`src/rtl/regfile_write_arbiter.sv`:
```
// Register-file write port arbiter.
// Producer A (writeback) and producer B (multdiv) share one regfile write port.
// A has default priority; a starvation counter hands priority to B once it has
// been blocked long enough. A 32-bit busy scoreboard tracks registers with a
// multdiv result still outstanding so issue logic can stall on RAW hazards.
module regfile_write_arbiter #(
  parameter int STARVE_LIMIT = 4,
  parameter int DATA_W       = 32
) (
  input  logic              clock,
  input  logic              ctrl_reset_n,
  input  logic              a_valid,
  output logic              a_ready,
  input  logic [4:0]        a_reg,
  input  logic [DATA_W-1:0] a_data,
  input  logic              b_valid,
  output logic              b_ready,
  input  logic [4:0]        b_reg,
  input  logic [DATA_W-1:0] b_data,
  input  logic              claim_valid,
  input  logic [4:0]        claim_reg,
  output logic [31:0]       busy_vec,
  output logic              ctrl_writeEnable,
  output logic [4:0]        ctrl_writeReg,
  output logic [DATA_W-1:0] data_writeReg
);

  localparam logic [0:0] PRIO_A = 1'b0;
  localparam logic [0:0] PRIO_B = 1'b1;

  localparam logic [3:0] LIMIT    = 4'(STARVE_LIMIT);
  localparam logic [3:0] LIMIT_M1 = 4'(STARVE_LIMIT - 1);

  logic [0:0] state_reg;
  logic [0:0] state_next;
  logic [3:0] starve_cnt_reg;
  logic [3:0] starve_cnt_next;

  logic a_xfer;
  logic b_xfer;
  logic b_blocked;

  // Ready outputs: the priority holder is always ready, the other only when
  // the priority holder is not requesting, so at most one transfer per cycle.
  always_comb begin
    a_ready = 1'b1;
    b_ready = 1'b1;
    if (state_reg == PRIO_A) begin
      b_ready = !a_valid;
    end else begin
      a_ready = !b_valid;
    end
  end

  assign a_xfer    = a_valid && a_ready;
  assign b_xfer    = b_valid && b_ready;
  assign b_blocked = b_valid && !b_ready;

  // Starvation count and priority state next-value logic.
  always_comb begin
    starve_cnt_next = starve_cnt_reg;
    if (b_xfer || !b_valid) begin
      starve_cnt_next = 4'd0;
    end else if (starve_cnt_reg < LIMIT) begin
      starve_cnt_next = starve_cnt_reg + 4'd1;
    end

    state_next = state_reg;
    if (state_reg == PRIO_A) begin
      if (b_blocked && (starve_cnt_reg == LIMIT_M1)) begin
        state_next = PRIO_B;
      end
    end else begin
      // Leave B priority on its transfer, or recover if B withdrew its request.
      if (b_xfer || !b_valid) begin
        state_next = PRIO_A;
      end
    end
  end

  // Priority state and starvation counter registers.
  always_ff @(posedge clock or negedge ctrl_reset_n) begin
    if (!ctrl_reset_n) begin
      state_reg      <= PRIO_A;
      starve_cnt_reg <= 4'd0;
    end else begin
      state_reg      <= state_next;
      starve_cnt_reg <= starve_cnt_next;
    end
  end

  // Registered regfile write port: one-cycle latency, reg 0 never enabled,
  // address/data hold when nothing transfers.
  always_ff @(posedge clock or negedge ctrl_reset_n) begin
    if (!ctrl_reset_n) begin
      ctrl_writeEnable <= 1'b0;
      ctrl_writeReg    <= 5'd0;
      data_writeReg    <= '0;
    end else if (a_xfer) begin
      ctrl_writeEnable <= (a_reg != 5'd0);
      ctrl_writeReg    <= a_reg;
      data_writeReg    <= a_data;
    end else if (b_xfer) begin
      ctrl_writeEnable <= (b_reg != 5'd0);
      ctrl_writeReg    <= b_reg;
      data_writeReg    <= b_data;
    end else begin
      ctrl_writeEnable <= 1'b0;
    end
  end

  // Bit 0 of the scoreboard is hardwired clear: reg 0 can never be pending.
  assign busy_vec[0] = 1'b0;

  generate
    for (genvar gi = 1; gi < 32; gi++) begin : g_busy
      logic set_bit;
      logic clr_bit;
      assign set_bit = claim_valid && (claim_reg == 5'(gi));
      assign clr_bit = b_xfer && (b_reg == 5'(gi));

      // Per-register busy flag: a claim sets it, a B result clears it, set wins.
      always_ff @(posedge clock or negedge ctrl_reset_n) begin
        if (!ctrl_reset_n) begin
          busy_vec[gi] <= 1'b0;
        end else if (set_bit) begin
          busy_vec[gi] <= 1'b1;
        end else if (clr_bit) begin
          busy_vec[gi] <= 1'b0;
        end
      end
    end
  endgenerate

endmodule

```
`config.mk`:
```
export PLATFORM = sky130hd
export DESIGN_NAME = regfile_write_arbiter
export DESIGN_NICKNAME = d
export VERILOG_FILES = /design/src/rtl/regfile_write_arbiter.sv
export SDC_FILE = /design/constraint.sdc
export NUM_CORES = 1
export LEC_CHECK = 0
export BUFFER_PORTS_ARGS = -buffer_cell sky130_fd_sc_hd__buf_2
export CAP_MARGIN = 20
export CORE_MARGIN = 2
export CORE_UTILIZATION = 52
export CTS_CLUSTER_DIAMETER = 120
export DETAILED_ROUTE_END_ITERATION = 10
export GPL_ROUTABILITY_DRIVEN = 0
export GPL_TIMING_DRIVEN = 0
export PLACE_DENSITY = 0.89
export SLEW_MARGIN = 0
export SYNTH_ARGS = -nofsm -noshare
export SYNTH_HDL_FRONTEND = slang
export SYNTH_SLANG_ARGS = --single-unit
```
`constraint.sdc`:
```
create_clock -name clock -period 4.4 [get_ports clock]
set_clock_uncertainty 0.15 [all_clocks]
set_input_delay 0.66 -clock clock [delete_from_list [all_inputs] [get_ports clock]]
set_output_delay 0.66 -clock clock [all_outputs]
set_load 0.05 [all_outputs]
```
# Yosys cells after proc, flatten, opt, wreduce, memory -nomap -nowiden
# Index checks and enable logic that the tools add are counted.
[word_totals]
inputBits = 84
elab_cells = 281
output_inout_bits = 72
reg_bits = 74
[classes]
n_lt_le_gt_ge = 1
add_sub_neg = 1
reduce_logical = 105
eq_ne = 63
n_mux = 75
[op_table]
columns = ["operator", "count"]
rows = [
  ["equality test 5 bit (second input constant)", 32],
  ["equality test 5 x 4 -> 1 bit (second input constant)", 16],
  ["two-way mux 1 bit", 69],
  ["logical AND 1 bit", 66],
  ["nonzero test 2 bit", 33],
  ["two-way mux 32 bit", 2],
  ["equality test 5 x 3 -> 1 bit (second input constant)", 8],
  ["equality test 5 x 2 -> 1 bit (second input constant)", 4],
  ["equality test 5 x 1 -> 1 bit (second input constant)", 2],
  ["two-way mux 5 bit", 2],
  ["nonzero test 5 bit", 2],
  ["two-way mux 4 bit", 2],
  ["adder 4 x 1 -> 4 bit (second input constant)", 1],
  ["equality test 4 x 2 -> 1 bit (second input constant)", 1],
  ["< comparator 4 x 3 -> 1 bit (second input constant)", 1],
  ["logical NOT 1 bit", 3],
  ["logical OR 1 bit", 1],
]

# Longest topological paths before layout
[depth]
ltp_word = 7
mapped_depth = 6
depth_no_buf = 4

# Worst setup path before layout
# OpenSTA, ideal clock, no wires.
[synth_path]
path_kind = "input to output"
startpoint = "in b_valid"
endpoint = "out a_ready"
t_arrival_ps = 1294
stages = 3
path_slack_ps = 2296
t_required_ps = 3590
path_buffers = 2
cell_sequence = "buf_6 buf_6 nand2_1"
[synth_between]
elab_chain_len = 2
[synth_rtl]
columns = ["element", "line", "text"]
rows = [
  ["start, declared", "16", "input logic b_valid,"],
  ["logical NOT 1 bit", "51", "a_ready = !b_valid;"],
  ["two-way mux 1 bit", "48", "if (state_reg == PRIO_A) begin"],
  ["end, declared", "13", "output logic a_ready,"],
]
# No other way between the ends.

# Worst setup path after layout
# Same ends and word-level chain as after synthesis.

==> metrics.md <==
| Metric | Value |
|---|---|
| Status | finished, final reports clean |
| Reg with most FFs | data_writeReg |
| Gr ovfl total | 0 |
| Num CTS Buffers | 9 |
| Worst Path Arrival | 1.54 ns |
| Seq pwr share | 39.8% |
| CP max stage delay | 0.29 ns |
| Clk buf depth | 2 |
| Vias | 3655 |
| P&R area growth vs syn | 28.3% |
| CTS H-tree lvls | 3 |
| Final instance area | about 4800 um^2 |
| # port buffers | 152 |
| Drt total wl | 10900 um |
| Leak Pwr | 2.25 nW |
| Max-slew headroom | 38.5% |
| Rows | 30 |
| CTS Sinks | 74 |
| Worst EP required | 3.59 ns |
| Met2 WL post-DR | between 5000 and 6000 um |
| Pwr Density | between 400 and 500 nW/um^2 |
| Worst min-delay path class | in2async |
| Chip Width | between 80 and 90 um |
| Post-place instance area | about 4600 um^2 |
| Most frequent cells in the layout | buf_2 (163), dfrtp_1 (74), nand2_1 (36) |
| Largest net degree at the start of global routing | 75 |
| CTS clk-pin slew, worst paths | 0.08 ns |
| CP startpoint kind | input pin |
| Setup TNS | 0 ns |
| Cell family with most CP delay | buffers and inverters |
| CTS tree | done |
| Ranking of synthesized cells by area | dfrtp_1 (49%), mux2_2 (6.6%), o41ai_1 (4.9%), o221a_2 (4.5%), o22ai_1 (3.8%) |
| Switch Pwr | roughly 0.86 mW |
| Mapped cell area | between 3000 and 4000 um^2 |
| Syn Inst Count | roughly 360 |
| Final setup fails | 0 |
| Number of synthesized register bits | between 70 and 80 |
| Vias per cell | 5.85 |
| Post-synth EDFFs | 0 |
| Initial DRT Pass Iterations | 5 |
| Clk_lat worst skew | between 0.3 and 0.4 ns |
| First-pass GRT wire length | about 17000 um |
| Core area | 6870 um^2 |
| Largest regs | data_writeReg x32, busy_vec x31, ctrl_writeReg x5 |
| WL met1 | between 4000 and 5000 um |
| Synth warn | 0 |
| Max Slew Vio Count | 0 |
| Final antenna-violating net count | 0 |
| Wire length per cell | 17.4 um |
| ANT cells | 0 |
| DRC errors left | 0 |
| Met3 WL post-DR | roughly 980 um |
| Die area | 7910 um^2 |
| Power Total | about 2.1 mW |
| Clock share of power | between 20% and 30% |
| Cell type with the largest total area after synthesis | dfrtp_1 |
| Initial DRC Count | about 170 |
| Worst setup EP type | primary output |
| Slowest CP cell | buf_2 |
| Max FFs per register | 32 |
| Vias in the first global route | 3600 |
| Io pins | around 160 |
| Worst Tran Pin Value | ~0.92 ns |
| Logic pwr share | a little under two fifths |
| Sequential area share after synthesis | between 40% and 50% |
| Final hold slack | just under 0.3 ns |
| RSZ-0062 raised after global routing | false |
| Clock Tree Root | clkbuf_8 |
| Final net count | 609 |
| Top FF cell, synth | dfrtp_1 |
| Worst-path fanout max | 10 |
| DR top layer | met4 |
| Period utilization | between 50% and 60% |
| Syn avg cell area | between 10 and 15 um^2 |
| FFs w/ async S/R, synth | 100% |
| Net count after synthesis | ~450 |
| Hold Violations, Final | 0 |
| Maxcap violations | 0 |
| Critical path type | in2out |
| Leading cell type in the layout, fill and taps excluded | buf_2 |
| Worst Path Buf+Inv | 4 |
| Fin crit period | 2.35 ns |
| Post-synth top area share | approximately half |
| Post-CTS sizing | 0 |
| Synth unique cells | 41 |
| Maximum vdd drop | around 0.00029 V |
| Sw Share | ~41% |
| Initial antenna violation count | 0 |
| Initial Util | 54.6% |
| Gr usage total | between 20% and 30% |
| Hold_buf cts | 0 |
| Post-layout util | 70.1% |
| Post-CTS setup buffers | 0 |
| CP Cell Sequence | buf_2 -> buf_6 -> buf_6 -> nand2_1 -> buf_2 |
| FMAX | ~0.43 GHz |
| Die Ht | 88.9 um |
| Layout cells sized above 1 | between 40 and 50% |
| Cell Int Power | between 1 and 1.5 mW |
| DP Wirelength | around 8100 um |
[through the flow]
step / cells / setup slack [ns]
CTS: 625 / 2.06
finish: 625 / 2.05
global route: 625 / 2.00
floorplan: 361 / 2.30
global placement: 609 / 2.05
detailed placement: 609 / 2.06
[area by class of cell]
type                    instances  area, um^2
plain buffers                  32         196
clock inverters                 3        40.0
fillers                       527        2060
flip-flops and latches         74        1850
clock buffers                  13         139
well taps                      96         120
repair buffers                152         763
multi-input cells             234        1620
inverters                      21        78.8
[synthesized netlist by cell type (2+ instances only)]
library cell  instances
dfrtp_1              74
nand2_1              36
o22ai_1              23
mux2_2               22
inv_1                21
o41ai_1              21
a31oi_1              18
o221a_2              15
or3_1                15
o31ai_1              13
buf_2                12
nor2_1               12
clkbuf_1             10
nand2b_1              9
o21ai_1               8
buf_6                 7
nand3_1               5
o21ai_0               5
nor2b_1               4
a21oi_1               3
nand4b_1              3
and4b_1               2
buf_4                 2
nand2_2               2
nand4_1               2
or2_1                 2
[kinds of logic after synthesis]
family                   synth area share [%]
XOR/XNOR                                0.234
other                                   0.100
adder cells (fa/ha/maj)                 0.334
multiplexers                             6.60
buffers and inverters                    7.34
AND/OR/NAND/NOR                          14.8
flip-flops                               49.4
AO/OA/AOI/OAI                            21.2
[path summary, 6_finish.rpt]
check / end / startpoint / slack (ns) / cells past startpoint
setup / recovery: a_ready / b_valid / 2.05 / 5
setup reg to reg: data_writeReg[22] / state_reg / 2.74 / 3
min in group clock: busy_vec[27] / busy_vec[27] / 0.35 / 2
max in group asynchronous: ctrl_writeReg[2] / ctrl_reset_n / 3.19 / 1
hold reg to reg: busy_vec[27] / busy_vec[27] / 0.35 / 2
hold / removal: data_writeReg[1] / ctrl_reset_n / 0.30 / 1
[power groups by stage]
stage / Sequential, mW / Clock [mW] / Combinational (mW)
CTS: 0.838 / 0.506 / 0.777
global placement: 0.846 / 0 / 0.760
floorplan: 1.21 / 0 / 0.195
finish: 0.841 / 0.497 / 0.775
detailed placement: 0.849 / 0 / 0.775
global route: 0.849 / 0.532 / 0.819
[per-layer routing]
| layer | GRT usage, % | up-vias |
|---|---|---|
| met1 | 35.0 | 1747 |
| met5 | 0 | - |
| met4 | 11.8 | 0 |
| met3 | 5.45 | 27 |
| met2 | 47.8 | 208 |
| li1 | - | 1673 |
Note: power is estimated with default switching activity, not from simulation.
